$ cat config.mk
export PLATFORM = sky130hd
export DESIGN_NAME = amber_branch_unit_p
export DESIGN_NICKNAME = d
export VERILOG_FILES = /design/src/rtl/amber_branch_unit_p_pkg.sv /design/src/rtl/amber_ras.sv /design/src/rtl/amber_branch_unit_p.sv
export SDC_FILE = /design/constraint.sdc
export NUM_CORES = 1
export LEC_CHECK = 0
export CAP_MARGIN = 5
export CELL_PAD_IN_SITES_DETAIL_PLACEMENT = 0
export CELL_PAD_IN_SITES_GLOBAL_PLACEMENT = 2
export CORE_MARGIN = 2
export CORE_UTILIZATION = 33
export CTS_CLUSTER_SIZE = 16
export DETAILED_ROUTE_END_ITERATION = 16
export MAX_ROUTING_LAYER = met4
export PLACE_DENSITY_LB_ADDON = 0.1
export SLEW_MARGIN = 25
export SYNTH_ARGS = -nofsm -noshare
export SYNTH_HDL_FRONTEND = slang
export SYNTH_SLANG_ARGS = --single-unit
$ cat constraint.sdc
create_clock -name iw_clk -period 4.9 [get_ports iw_clk]
set_input_delay 0.735 -clock iw_clk [delete_from_list [all_inputs] [get_ports iw_clk]]
set_output_delay 0.735 -clock iw_clk [all_outputs]
set_load 0.01 [all_outputs]
$ cat src/rtl/amber_branch_unit_p_pkg.sv
// Shared definitions for the amber branch unit: opcodes, condition codes,
// flag bit positions and the condition evaluator.
package amber_branch_unit_p_pkg;

   // Branch-unit operation encodings
   typedef enum logic [2:0] {
      OpNop  = 3'd0,
      OpLui  = 3'd1,
      OpJcc  = 3'd2,
      OpBccr = 3'd3,
      OpBcco = 3'd4,
      OpBal  = 3'd5,
      OpCall = 3'd6,
      OpRet  = 3'd7
   } op_e;

   // Condition-code encodings
   typedef enum logic [3:0] {
      CcAl = 4'd0,
      CcEq = 4'd1,
      CcNe = 4'd2,
      CcCs = 4'd3,
      CcCc = 4'd4,
      CcMi = 4'd5,
      CcPl = 4'd6,
      CcVs = 4'd7,
      CcVc = 4'd8,
      CcHi = 4'd9,
      CcLs = 4'd10,
      CcGe = 4'd11,
      CcLt = 4'd12,
      CcGt = 4'd13,
      CcLe = 4'd14,
      CcNv = 4'd15
   } cc_e;

   // Flag word layout {V,C,N,Z}
   localparam int unsigned FLAG_Z = 0;
   localparam int unsigned FLAG_N = 1;
   localparam int unsigned FLAG_C = 2;
   localparam int unsigned FLAG_V = 3;

   // Returns 1 when the condition code holds for the given flag word
   function automatic logic cond_eval(input cc_e cc, input logic [3:0] flags);
      logic z;
      logic n;
      logic c;
      logic v;
      logic res;
      z   = flags[FLAG_Z];
      n   = flags[FLAG_N];
      c   = flags[FLAG_C];
      v   = flags[FLAG_V];
      res = 1'b0;
      unique case (cc)
         CcAl: res = 1'b1;
         CcEq: res = z;
         CcNe: res = ~z;
         CcCs: res = c;
         CcCc: res = ~c;
         CcMi: res = n;
         CcPl: res = ~n;
         CcVs: res = v;
         CcVc: res = ~v;
         CcHi: res = c & ~z;
         CcLs: res = ~c | z;
         CcGe: res = (n == v);
         CcLt: res = (n != v);
         CcGt: res = ~z & (n == v);
         CcLe: res = z | (n != v);
         CcNv: res = 1'b0;
      endcase
      return res;
   endfunction

endpackage

$ cat src/rtl/amber_ras.sv
// Circular return-address stack. When full, a push overwrites the oldest
// entry and the occupancy count saturates at DEPTH.
module amber_ras
   import amber_branch_unit_p_pkg::*;
#(
   parameter int unsigned DEPTH = 8,
   parameter int unsigned WIDTH = 48,
   localparam int unsigned PTR_W = $clog2(DEPTH),
   localparam int unsigned CNT_W = PTR_W + 1
) (
   input  logic             clk,
   input  logic             rst,
   input  logic             push,
   input  logic             pop,
   input  logic [WIDTH-1:0] push_data,
   output logic [WIDTH-1:0] top_data,
   output logic [CNT_W-1:0] count,
   output logic             underflow
);

   localparam logic [CNT_W-1:0] FULL_CNT = CNT_W'(DEPTH);

   logic [WIDTH-1:0] mem_q [DEPTH];
   logic [PTR_W-1:0] ptr_q;    // next slot to write
   logic [CNT_W-1:0] count_q;
   logic [PTR_W-1:0] top_idx;
   logic             empty;

   // Top-of-stack read and underflow detect
   always_comb begin
      top_idx   = ptr_q - PTR_W'(1);
      top_data  = mem_q[top_idx];
      empty     = (count_q == '0);
      underflow = pop & ~push & empty;
      count     = count_q;
   end

   // Stack pointer, occupancy and storage update
   always_ff @(posedge clk) begin
      if (rst) begin
         mem_q   <= '{default: '0};
         ptr_q   <= '0;
         count_q <= '0;
      end else if (push) begin
         mem_q[ptr_q] <= push_data;
         ptr_q        <= ptr_q + PTR_W'(1);
         if (count_q != FULL_CNT) begin
            count_q <= count_q + CNT_W'(1);
         end
      end else if (pop && !empty) begin
         ptr_q   <= top_idx;
         count_q <= count_q - CNT_W'(1);
      end
   end

endmodule

$ cat src/rtl/amber_branch_unit_p.sv
// Branch-resolution unit for the amber execute stage: condition evaluation,
// absolute/PC-relative target generation, uimm banks and a return-address stack.
module amber_branch_unit_p
   import amber_branch_unit_p_pkg::*;
#(
   parameter int unsigned ADDR_W    = 48,
   parameter int unsigned DATA_W    = 24,
   parameter int unsigned IMM_W     = 12,
   parameter int unsigned IMML_W    = 16,
   parameter int unsigned RAS_DEPTH = 8,
   localparam int unsigned NBANK      = ADDR_W / IMM_W - 1,
   localparam int unsigned BANK_SEL_W = (NBANK > 1) ? $clog2(NBANK) : 1,
   localparam int unsigned CNT_W      = $clog2(RAS_DEPTH) + 1
) (
   input  logic                  iw_clk,
   input  logic                  iw_rst,
   input  logic                  iw_valid,
   input  logic [2:0]            iw_op,
   input  logic [3:0]            iw_cc,
   input  logic [3:0]            iw_flags,
   input  logic [ADDR_W-1:0]     iw_pc,
   input  logic [BANK_SEL_W-1:0] iw_bank_sel,
   input  logic [IMM_W-1:0]      iw_imm,
   input  logic [IMML_W-1:0]     iw_imml,
   input  logic [DATA_W-1:0]     iw_reg_val,
   input  logic                  iw_stall,
   input  logic                  iw_flush,
   output logic                  ow_branch_taken,
   output logic [ADDR_W-1:0]     ow_branch_pc,
   output logic [ADDR_W-1:0]     ow_link_pc,
   output logic                  ow_ras_underflow,
   output logic [CNT_W-1:0]      ow_ras_count
);

   localparam logic [BANK_SEL_W:0] NBANK_L = (BANK_SEL_W + 1)'(NBANK);

   op_e              op;
   logic             act;
   logic             cond;
   logic             sel_ok;
   logic             ras_push;
   logic             ras_pop;
   logic             ras_underflow;
   logic [ADDR_W-1:0] ras_top;
   logic [ADDR_W-1:0] pc_plus1;
   logic [ADDR_W-1:0] jcc_target;
   logic [ADDR_W-1:0] sext_reg;
   logic [ADDR_W-1:0] sext_imm;
   logic [ADDR_W-1:0] sext_imml;

   logic [IMM_W-1:0] bank_q [NBANK];
   logic [IMM_W-1:0] bank_d [NBANK];
   logic             taken_q, taken_d;
   logic [ADDR_W-1:0] branch_pc_q, branch_pc_d;
   logic [ADDR_W-1:0] link_pc_q, link_pc_d;
   logic             underflow_q, underflow_d;

   // Operand decode: condition, sign extensions and the absolute jump target
   always_comb begin
      op        = op_e'(iw_op);
      act       = iw_valid & ~iw_stall & ~iw_flush;
      cond      = cond_eval(cc_e'(iw_cc), iw_flags);
      sel_ok    = ({1'b0, iw_bank_sel} < NBANK_L);
      pc_plus1  = iw_pc + ADDR_W'(1);
      sext_reg  = {{(ADDR_W - DATA_W){iw_reg_val[DATA_W-1]}}, iw_reg_val};
      sext_imm  = {{(ADDR_W - IMM_W){iw_imm[IMM_W-1]}}, iw_imm};
      sext_imml = {{(ADDR_W - IMML_W){iw_imml[IMML_W-1]}}, iw_imml};
      jcc_target = '0;
      jcc_target[IMM_W-1:0] = iw_imm;
      for (int i = 0; i < NBANK; i++) begin
         jcc_target[IMM_W*(i+1) +: IMM_W] = bank_q[i];
      end
      ras_push = act & (op == OpCall);
      ras_pop  = act & (op == OpRet);
   end

   // Next-state for registered outputs and uimm banks
   always_comb begin
      bank_d      = bank_q;
      taken_d     = 1'b0;
      branch_pc_d = branch_pc_q;
      link_pc_d   = link_pc_q;
      underflow_d = 1'b0;
      if (iw_flush) begin
         branch_pc_d = '0;
         link_pc_d   = '0;
      end else if (iw_valid) begin
         unique case (op)
            OpNop: ;
            OpLui: begin
               if (sel_ok) begin
                  bank_d[iw_bank_sel] = iw_imm;
               end
            end
            OpJcc: begin
               taken_d     = cond;
               branch_pc_d = jcc_target;
            end
            OpBccr: begin
               taken_d     = cond;
               branch_pc_d = iw_pc + sext_reg;
            end
            OpBcco: begin
               taken_d     = cond;
               branch_pc_d = iw_pc + sext_imm;
            end
            OpBal: begin
               taken_d     = 1'b1;
               branch_pc_d = iw_pc + sext_imml;
            end
            OpCall: begin
               taken_d     = 1'b1;
               branch_pc_d = iw_pc + sext_imml;
               link_pc_d   = pc_plus1;
            end
            OpRet: begin
               if (ras_underflow) begin
                  underflow_d = 1'b1;
               end else begin
                  taken_d     = 1'b1;
                  branch_pc_d = ras_top;
               end
            end
         endcase
      end
   end

   // State registers; stall freezes everything
   always_ff @(posedge iw_clk) begin
      if (iw_rst) begin
         bank_q      <= '{default: '0};
         taken_q     <= 1'b0;
         branch_pc_q <= '0;
         link_pc_q   <= '0;
         underflow_q <= 1'b0;
      end else if (!iw_stall) begin
         bank_q      <= bank_d;
         taken_q     <= taken_d;
         branch_pc_q <= branch_pc_d;
         link_pc_q   <= link_pc_d;
         underflow_q <= underflow_d;
      end
   end

   amber_ras #(
      .DEPTH (RAS_DEPTH),
      .WIDTH (ADDR_W)
   ) u_ras (
      .clk       (iw_clk),
      .rst       (iw_rst),
      .push      (ras_push),
      .pop       (ras_pop),
      .push_data (pc_plus1),
      .top_data  (ras_top),
      .count     (ow_ras_count),
      .underflow (ras_underflow)
   );

   // Output drive from registered state
   always_comb begin
      ow_branch_taken  = taken_q;
      ow_branch_pc     = branch_pc_q;
      ow_link_pc       = link_pc_q;
      ow_ras_underflow = underflow_q;
   end

endmodule

==> impl_table.tex, run 1 <==
\begin{tabular}{lr}
\hline
Metric & Value \\
\hline
\multicolumn{2}{l}{\textbf{Run status}} \\
Run status & complete, no violations \\
\multicolumn{2}{l}{\textbf{Yosys}} \\
Distinct cell type count of the synthesized netlist & 86 \\
Synthesis-stage register bit count & 525 \\
Number of cells produced by synthesis & 2,939 \\
Async set or reset register ratio after synthesis & 0 \\
Proportion of synthesized chip area in sequential cells & 0.405 \\
Area of the mapped netlist & 26,000 um2 \\
Synth warn & 0 \\
Synthesized Nets & 3,118 \\
EDFF count, synth & 0 \\
Post-Synthesis Mean Instance Area & 8.83 um2 \\
Most used flip-flop cell after synthesis & sky130\_fd\_sc\_hd\_\_dfxtp\_1 \\
\multicolumn{2}{l}{\textbf{Pwr}} \\
Proportion of power drawn by combinational gates & 0.146 \\
Power Dens Cells & 326 nW/um2 \\
Switching share of power & 0.275 \\
Part of the power in the clock network & 0.443 \\
Max VDD drop & 297 uV \\
Lkg Pwr & 10.8 nW \\
NetSw & 2.89 mW \\
Cell-internal power & 7.60 mW \\
Sequential fraction of design power & 0.411 \\
\multicolumn{2}{l}{\textbf{Setup path}} \\
R2R setup slack & 1.42 ns \\
Startpoint class of the critical path & input pin \\
Critical Setup Path Class & input pin to register \\
Critical path arrival & 5.03 ns \\
Highest net fanout along the worst path & 10 \\
Required time at the worst-slack endpoint & 5.44 ns \\
Critical path endpoint category & register \\
\multicolumn{2}{l}{\textbf{Global route}} \\
Global-route total usage across every layer & 0.259 \\
Grt met2 use & 0.383 \\
Number of global-route vias before repair & 22,200 \\
Gr busiest metal & met2 \\
GRT overflow & 0 \\
First-pass GRT wire length & 152,000 um \\
Pin count of the biggest net entering global routing & 204 \\
Global routing usage on met3 & 0.0413 \\
Met1 Use GR & 0.370 \\
Number of antenna violations at the first check in global routing & 5 \\
\multicolumn{2}{l}{\textbf{Placement}} \\
Worst setup slack after placement & -0.223 ns \\
Count of buffers from port buffering & 219 \\
Post-Place Cell Area & 30,100 um2 \\
Routability-driven placement congestion ratio & 0.951 \\
Post-DP HPWL & 73,900 um \\
\multicolumn{2}{l}{\textbf{Clocking}} \\
Post-CTS Setup Repair Bufs & 0 \\
Worst-case clock buffer depth & 3 \\
Clock transition at the register clock pins on the worst setup and hold paths after CTS & 0.06 ns \\
Clock tree root buffer cell & sky130\_fd\_sc\_hd\_\_clkbuf\_16 \\
Gates resized, CTS repair & 0 \\
Post-CTS Hold Buffers & 0 \\
Number of levels in the clock H-tree & 2 \\
Number of CTS-inserted buffers & 60 \\
TritonCTS clock tree & built \\
Sinks on the clock net & 525 \\
Clock latency on the worst-skew pair & 0.66 ns \\
\multicolumn{2}{l}{\textbf{Route}} \\
Final routed DRC violation total & 0 \\
Final Routed Wirelength & 104,000 um \\
DR vias/cell & 5.51 \\
First-pass DRT Iterations & 5 \\
Antenna-violating nets left & 0 \\
Routed len/inst & 24.5 um \\
Vias post-DR & 23,400 \\
Initial DRC Count & 1,925 \\
\multicolumn{2}{l}{\textbf{Floorplanning}} \\
IO Count & 220 \\
Core ar. & 77,700 um2 \\
Die outline height & 284 um \\
Floorplan die area & 80,900 um2 \\
Die Span X & 284 um \\
Number of placement rows & 102 \\
Initial Util & 0.334 \\
\multicolumn{2}{l}{\textbf{Cells and area}} \\
Commonest non-fill, non-tap cells in the layout & sky130\_fd\_sc\_hd\_\_nor2\_1 (572), sky130\_fd\_sc\_hd\_\_dfxtp\_1 (524), sky130\_fd\_sc\_hd\_\_a211oi\_1 (377), sky130\_fd\_sc\_hd\_\_nand2\_1 (236), sky130\_fd\_sc\_hd\_\_clkdlybuf4s50\_1 (218) \\
Final net count & 3,333 \\
Cell area after layout & 32,100 um2 \\
End-of-flow core utilization & 0.414 \\
Share of cells above drive strength 1 & 0.131 \\
Layout overhead on the synthesized area & 23.8\% \\
Commonest non-fill, non-tap cell in the layout & sky130\_fd\_sc\_hd\_\_nor2\_1 \\
Filler Cells Inserted & 7,712 \\
\multicolumn{2}{l}{\textbf{Min path}} \\
Class of the worst hold path & register to register \\
\multicolumn{2}{l}{\textbf{STA}} \\
Total setup violations reported at the end of the flow & 0 \\
Final worst hold slack & 0.457 ns \\
Highest attainable clock frequency & 0.223 GHz \\
Number of hold-slack violations in the final timing report & 0 \\
Final Max Tran Viols & 0 \\
Setup clock skew after layout & 0.0539 ns \\
Period utilization & 0.916 \\
Unrepaired setup endpoints after global routing & no \\
Least-Margin Pin Slew & 1.06 ns \\
Tightest slew margin relative to the limit & 0.288 \\
Final Critical Period & 4.49 ns \\
Crit path setup slack, layout & 0.409 ns \\
\multicolumn{2}{l}{\textbf{Run}} \\
Total of max-cap violations & 0 \\
\hline
\end{tabular}
## cell usage after synthesis (all sizes together) (46+ instances only)
master  instances  area share
a211oi        377        0.11
a21oi         189       0.036
buf            67       0.011
clkbuf        178       0.029
dfxtp         525        0.40
ha             59       0.028
mux2i          77       0.030
mux4           96       0.083
nand2         236       0.034
nand3          46      0.0089
nor2          579       0.084
o21ai          68       0.013
xnor2          47       0.016
## kinds of logic (layout without fill, tap and decap cells)
kind of cell / Yosys count / after routing / synth area share
compound gates: 811 / 811 / 0.214
simple gates: 1010 / 1010 / 0.164
flops: 525 / 525 / 0.405
buf+inv: 274 / 532 / 0.0463
xor+xnor: 84 / 84 / 0.0283
fa+ha+maj: 61 / 61 / 0.0300
mux: 174 / 174 / 0.113
other cells: 0 / 4 / 0
## path summary, 6_finish.rpt
kind                                 startpoint          endpoint  cells after the start
worst max-delay path                   iw_op[0]  ow_branch_pc[44]                     17
worst max register to register   u_ras.ptr_q[1]  ow_branch_pc[41]                      9
worst min-delay path            ow_branch_pc[9]   ow_branch_pc[9]                      2
worst min register to register  ow_branch_pc[9]   ow_branch_pc[9]                      2
## registers in the layout, summed over array words and instances (netlist names)
name              count
bank_q               36
ow_branch_pc         48
ow_branch_taken       1
ow_link_pc           48
ow_ras_underflow      1
u_ras.count           4
u_ras.mem_q         384
u_ras.ptr_q           3
## worst max-delay path: stages
cell,delay [ns]
sky130_fd_sc_hd__clkdlybuf4s50_1,0.52
sky130_fd_sc_hd__and2_1,0.25
sky130_fd_sc_hd__nor2_4,0.24
sky130_fd_sc_hd__buf_4,0.22
sky130_fd_sc_hd__nand2_1,0.22
sky130_fd_sc_hd__o21a_1,0.22
sky130_fd_sc_hd__ha_1,0.30
sky130_fd_sc_hd__a21oi_1,0.18
sky130_fd_sc_hd__o21ai_0,0.14
sky130_fd_sc_hd__a221oi_1,0.33
sky130_fd_sc_hd__buf_4,0.17
sky130_fd_sc_hd__o221ai_1,0.09
sky130_fd_sc_hd__a31oi_1,0.51
sky130_fd_sc_hd__o41ai_1,0.20
sky130_fd_sc_hd__buf_4,0.18
sky130_fd_sc_hd__and3_1,0.17
sky130_fd_sc_hd__a311o_1,0.34
## final cells by class
cell class,instances,area [um2],area share
multi-input cells,2140,14400,0.449
well taps,1040,1300,0.0405
clock inverters,17,263,0.00818
repair buffers,401,3760,0.117
flip-flops and latches,525,10500,0.327
inverters,26,97.6,0.00304
diodes,4,10.0,0.000311
clock buffers,88,1750,0.0544
## stage by stage
stage	cells	power (mW)	setup TNS (ns)
2_1_floorplan	2939	5.22	0
3_3_place_gp	4132	5.93	-0.299
3_5_place_dp	4132	5.92	-0.435
4_1_cts	4237	10.6	0
5_1_grt	4239	10.9	0
6_report	4241	10.5	0
## power by group through the flow
stage	clock network [mW]	logic, mW	registers, mW
6_report	4.64	1.53	4.31
5_1_grt	4.94	1.65	4.31
4_1_cts	4.76	1.52	4.31
3_5_place_dp	0	1.51	4.40
3_3_place_gp	0	1.53	4.40
2_1_floorplan	0	0.819	4.40
## per-layer routing
layer | wire (um) | vias up
met2 | 45800 | 672
met5 | 0 | -
met4 | 2140 | 0
li1 | - | 11100
met1 | 49500 | 11400
met3 | 6270 | 110
Power figures use the tool's default switching activity.
==> inputs of run 2 (changes only) <==
--- a/config.mk
+++ b/config.mk
@@ -9,9 +9,10 @@
 export CELL_PAD_IN_SITES_DETAIL_PLACEMENT = 0
 export CELL_PAD_IN_SITES_GLOBAL_PLACEMENT = 2
 export CORE_MARGIN = 2
-export CORE_UTILIZATION = 33
+export CORE_UTILIZATION = 36
 export CTS_CLUSTER_SIZE = 16
 export DETAILED_ROUTE_END_ITERATION = 16
+export DONT_BUFFER_PORTS = 1
 export MAX_ROUTING_LAYER = met4
 export PLACE_DENSITY_LB_ADDON = 0.1
 export SLEW_MARGIN = 25
==> run 2 against run 1 <==
The run now ends with max-slew violations left. Wire length down 2.4%. Core utilization down 0.69 points. Clock skew down 0.038 ns. Setup slack better by 0.13 ns. Count of clock-buffer cells in the layout up 1. Via count down 4.6%. Sequential power about the same. Cell count down 9.8%. Clock power up 0.9%. Largest cell class unchanged.
==> impl_table.tex, run 2 (synthesized netlist as in run 1, its figures left out) <==
\begin{tabular}{lr}
\hline
Metric & Value \\
\hline
\multicolumn{2}{l}{\textbf{Run status}} \\
Run status & complete, but fails checks \\
Failing checks & max-slew violations \\
\multicolumn{2}{l}{\textbf{Setup path}} \\
Critical path startpoint & iw\_op[2] \\
Critical path endpoint category & register \\
CP peak stage delay & 0.48 ns (-0.04 ns) \\
Critical path arrival & 4.89 ns (-0.14 ns) \\
Cell-by-cell listing of the critical path & inv\_1 -> nor2\_4 -> buf\_4 -> nor2\_1 -> a21oi\_1 -> inv\_1 -> fa\_1 -> nand3b\_1 -> a21oi\_1 -> o311ai\_0 -> a21oi\_1 -> a31oi\_1 -> o41ai\_1 -> buf\_4 -> a31oi\_1 -> a311o\_1 \\
Startpoint class of the critical path & input pin \\
Required time at the worst-slack endpoint & 5.43 ns (about the same) \\
R2R setup slack & 1.24 ns (-0.18 ns) \\
Source of the worst register-to-register timing path & u\_ras.ptr\_q[0] \\
Most repeated library cell on the critical path & sky130\_fd\_sc\_hd\_\_a21oi\_1 \\
Slowest CP cell & sky130\_fd\_sc\_hd\_\_o41ai\_1 \\
Critical Setup Path Class & input pin to register \\
Highest net fanout along the worst path & 37 (+27) \\
\multicolumn{2}{l}{\textbf{Pwr}} \\
Power Dens Cells & 348 nW/um2 (+6.7\%) \\
Lkg Pwr & 9.50 nW (-12\%) \\
Max VDD drop & 258 uV (-13\%) \\
\multicolumn{2}{l}{\textbf{Route}} \\
Final Routed Wirelength & 101,000 um (-2.4\%) \\
Vias post-DR & 22,300 (-4.6\%) \\
Initial DRC Count & 1,697 (-12\%) \\
First-pass DRT Iterations & 5 (unchanged) \\
DR vias/cell & 5.83 (+5.8\%) \\
Routed len/inst & 26.5 um (+8.2\%) \\
Final routed DRC violation total & 0 (unchanged) \\
Antenna-violating nets left & 0 (unchanged) \\
\multicolumn{2}{l}{\textbf{Min path}} \\
Min-Delay Startpoint & iw\_pc[0] \\
Class of the worst hold path & input pin to register \\
\multicolumn{2}{l}{\textbf{Clocking}} \\
Number of levels in the clock H-tree & 2 (unchanged) \\
Worst-case clock buffer depth & 3 (unchanged) \\
Number of CTS-inserted buffers & 61 (+1.7\%) \\
Post-CTS Hold Buffers & 0 (unchanged) \\
Gates resized, CTS repair & 0 (unchanged) \\
Clock transition at the register clock pins on the worst setup and hold paths after CTS & 0.06 ns (about the same) \\
Clock tree root buffer cell & sky130\_fd\_sc\_hd\_\_clkbuf\_16 \\
Post-CTS Setup Repair Bufs & 0 (unchanged) \\
TritonCTS clock tree & built \\
Sinks on the clock net & 525 (unchanged) \\
Clock latency on the worst-skew pair & 0.65 ns (about the same) \\
\multicolumn{2}{l}{\textbf{STA}} \\
Least-Margin Pin Slew & 2.05 ns (+0.986 ns) \\
Total setup violations reported at the end of the flow & 0 (unchanged) \\
Period utilization & 0.890 (-0.0263) \\
Unrepaired setup endpoints after global routing & no \\
Tightest slew margin relative to the limit & -0.365 (-0.652) \\
Final Critical Period & 4.36 ns (-0.129 ns) \\
Summed negative setup slack over all endpoints & 0 ns (unchanged) \\
Final Max Tran Viols & 322 (+322) \\
Highest attainable clock frequency & 0.229 GHz (+3.0\%) \\
Number of hold-slack violations in the final timing report & 0 (unchanged) \\
Setup clock skew after layout & 0.0159 ns (-0.0379 ns) \\
\multicolumn{2}{l}{\textbf{Cells and area}} \\
Largest reg by FF count & u\_ras.mem\_q \\
Final net count & 3,002 (-9.9\%) \\
Commonest non-fill, non-tap cell in the layout & sky130\_fd\_sc\_hd\_\_nor2\_1 \\
Flip-flop count of the largest register, all copies and words added & 384 (unchanged) \\
Commonest non-fill, non-tap cells in the layout & sky130\_fd\_sc\_hd\_\_nor2\_1 (571), sky130\_fd\_sc\_hd\_\_dfxtp\_1 (524), sky130\_fd\_sc\_hd\_\_a211oi\_1 (377), sky130\_fd\_sc\_hd\_\_nand2\_1 (236), sky130\_fd\_sc\_hd\_\_a21oi\_1 (189) \\
Share of cells above drive strength 1 & 0.113 (-0.0176) \\
Layout overhead on the synthesized area & 12.0\% \\
Post-route non-filler standard cell count & 3,825 (-9.8\%) \\
\multicolumn{2}{l}{\textbf{Floorplanning}} \\
Initial Util & 0.363 (+0.0291) \\
Floorplan die area & 74,300 um2 (-8.2\%) \\
Die Span X & 273 um (-4.2\%) \\
IO Count & 220 (unchanged) \\
Die outline height & 273 um (-4.2\%) \\
Number of placement rows & 98 (-3.9\%) \\
Core ar. & 71,500 um2 (-8.0\%) \\
\multicolumn{2}{l}{\textbf{Global route}} \\
GRT overflow & 0 (unchanged) \\
Number of global-route vias before repair & 21,100 (-5.2\%) \\
Global-route total usage across every layer & 0.274 (+0.0149) \\
Gr busiest metal & met2 \\
Global routing usage on met3 & 0.0482 (+0.00691) \\
Grt met2 use & 0.405 (+0.0223) \\
Met1 Use GR & 0.383 (+0.0130) \\
Pin count of the biggest net entering global routing & 513 (+150\%) \\
Number of antenna violations at the first check in global routing & 4 (-1) \\
First-pass GRT wire length & 146,000 um (-3.9\%) \\
\multicolumn{2}{l}{\textbf{Placement}} \\
Post-DP HPWL & 69,600 um (-5.8\%) \\
Routability-driven placement congestion ratio & 0.929 (-2.3\%) \\
Number of instances in the placed design & 3,710 (-10\%) \\
Count of buffers from port buffering & 0 (-100\%) \\
\multicolumn{2}{l}{\textbf{Run}} \\
Total of max-cap violations & 0 (unchanged) \\
\hline
\end{tabular}
## run 2: cell types whose count changed in the layout (fill, tap and decap cells not counted), sizes merged
cell,change
clkinv,+4
clkdlybuf4s50,-218
diode,-2
clkbuf,+1
bufinv,-1
clkinvlp,+1
buf,-114
inv,+3
## run 2: worst max-delay path, delay by kind of cell
kind                     cells  cell delay, ns
AO/OA/AOI/OAI                8            2.57
AND/OR/NAND/NOR              3            0.49
buffers and inverters        4            0.64
adder cells (fa/ha/maj)      1            0.42
## run 2: layout make-up
class / instances / area, um2
Tap cell: 950 / 1190
Clock inverter: 24 / 274
Clock buffer: 89 / 1780
Inverter: 26 / 97.6
Multi-Input combinational cell: 2140 / 14500
Timing Repair Buffer: 69 / 693
Fill cell: 7218 / 42400
Antenna cell: 2 / 5.00
Sequential cell: 525 / 10500
## run 2: layer usage
metal,share of wire,routed length (um)
met3,0.067,6800
met2,0.44,44100
met4,0.029,2910
met1,0.47,47400
met5,0,0
## run 2: through the flow
| stage | power (mW) | setup WS, ns | utilization | hold WS (ns) | instance area [um2] |
|---|---|---|---|---|---|
| 6_report | 10.1 | 0.538 | 0.407 | 0.194 | 29100 |
| 5_1_grt | 10.5 | 0.351 | 0.407 | 0.165 | 29100 |
| 4_1_cts | 10.2 | 0.616 | 0.405 | 0.148 | 29000 |
| 3_5_place_dp | 5.52 | -0.0448 | 0.377 | 0.481 | 26900 |
| 3_3_place_gp | 5.53 | -0.0982 | 0.376 | 0.467 | 26900 |
| 2_1_floorplan | 5.22 | 0.279 | - | 0.452 | 26000 |
## run 2: path summary, 6_finish.rpt
| check | endpoint | cells past startpoint |
|---|---|---|
| min | u_ras.mem_q[240] | 1 |
| min reg2reg | bank_q[34] | 2 |
| max | ow_branch_pc[44] | 16 |
| max reg2reg | ow_branch_pc[32] | 10 |
## run 2: report_power, final
part | switching [mW] | internal (mW) | total (mW)
Sequential | 0.0309 | 4.29 | 4.32
Clock | 1.94 | 2.74 | 4.68
Combinational | 0.742 | 0.380 | 1.12
Total | 2.72 | 7.41 | 10.1
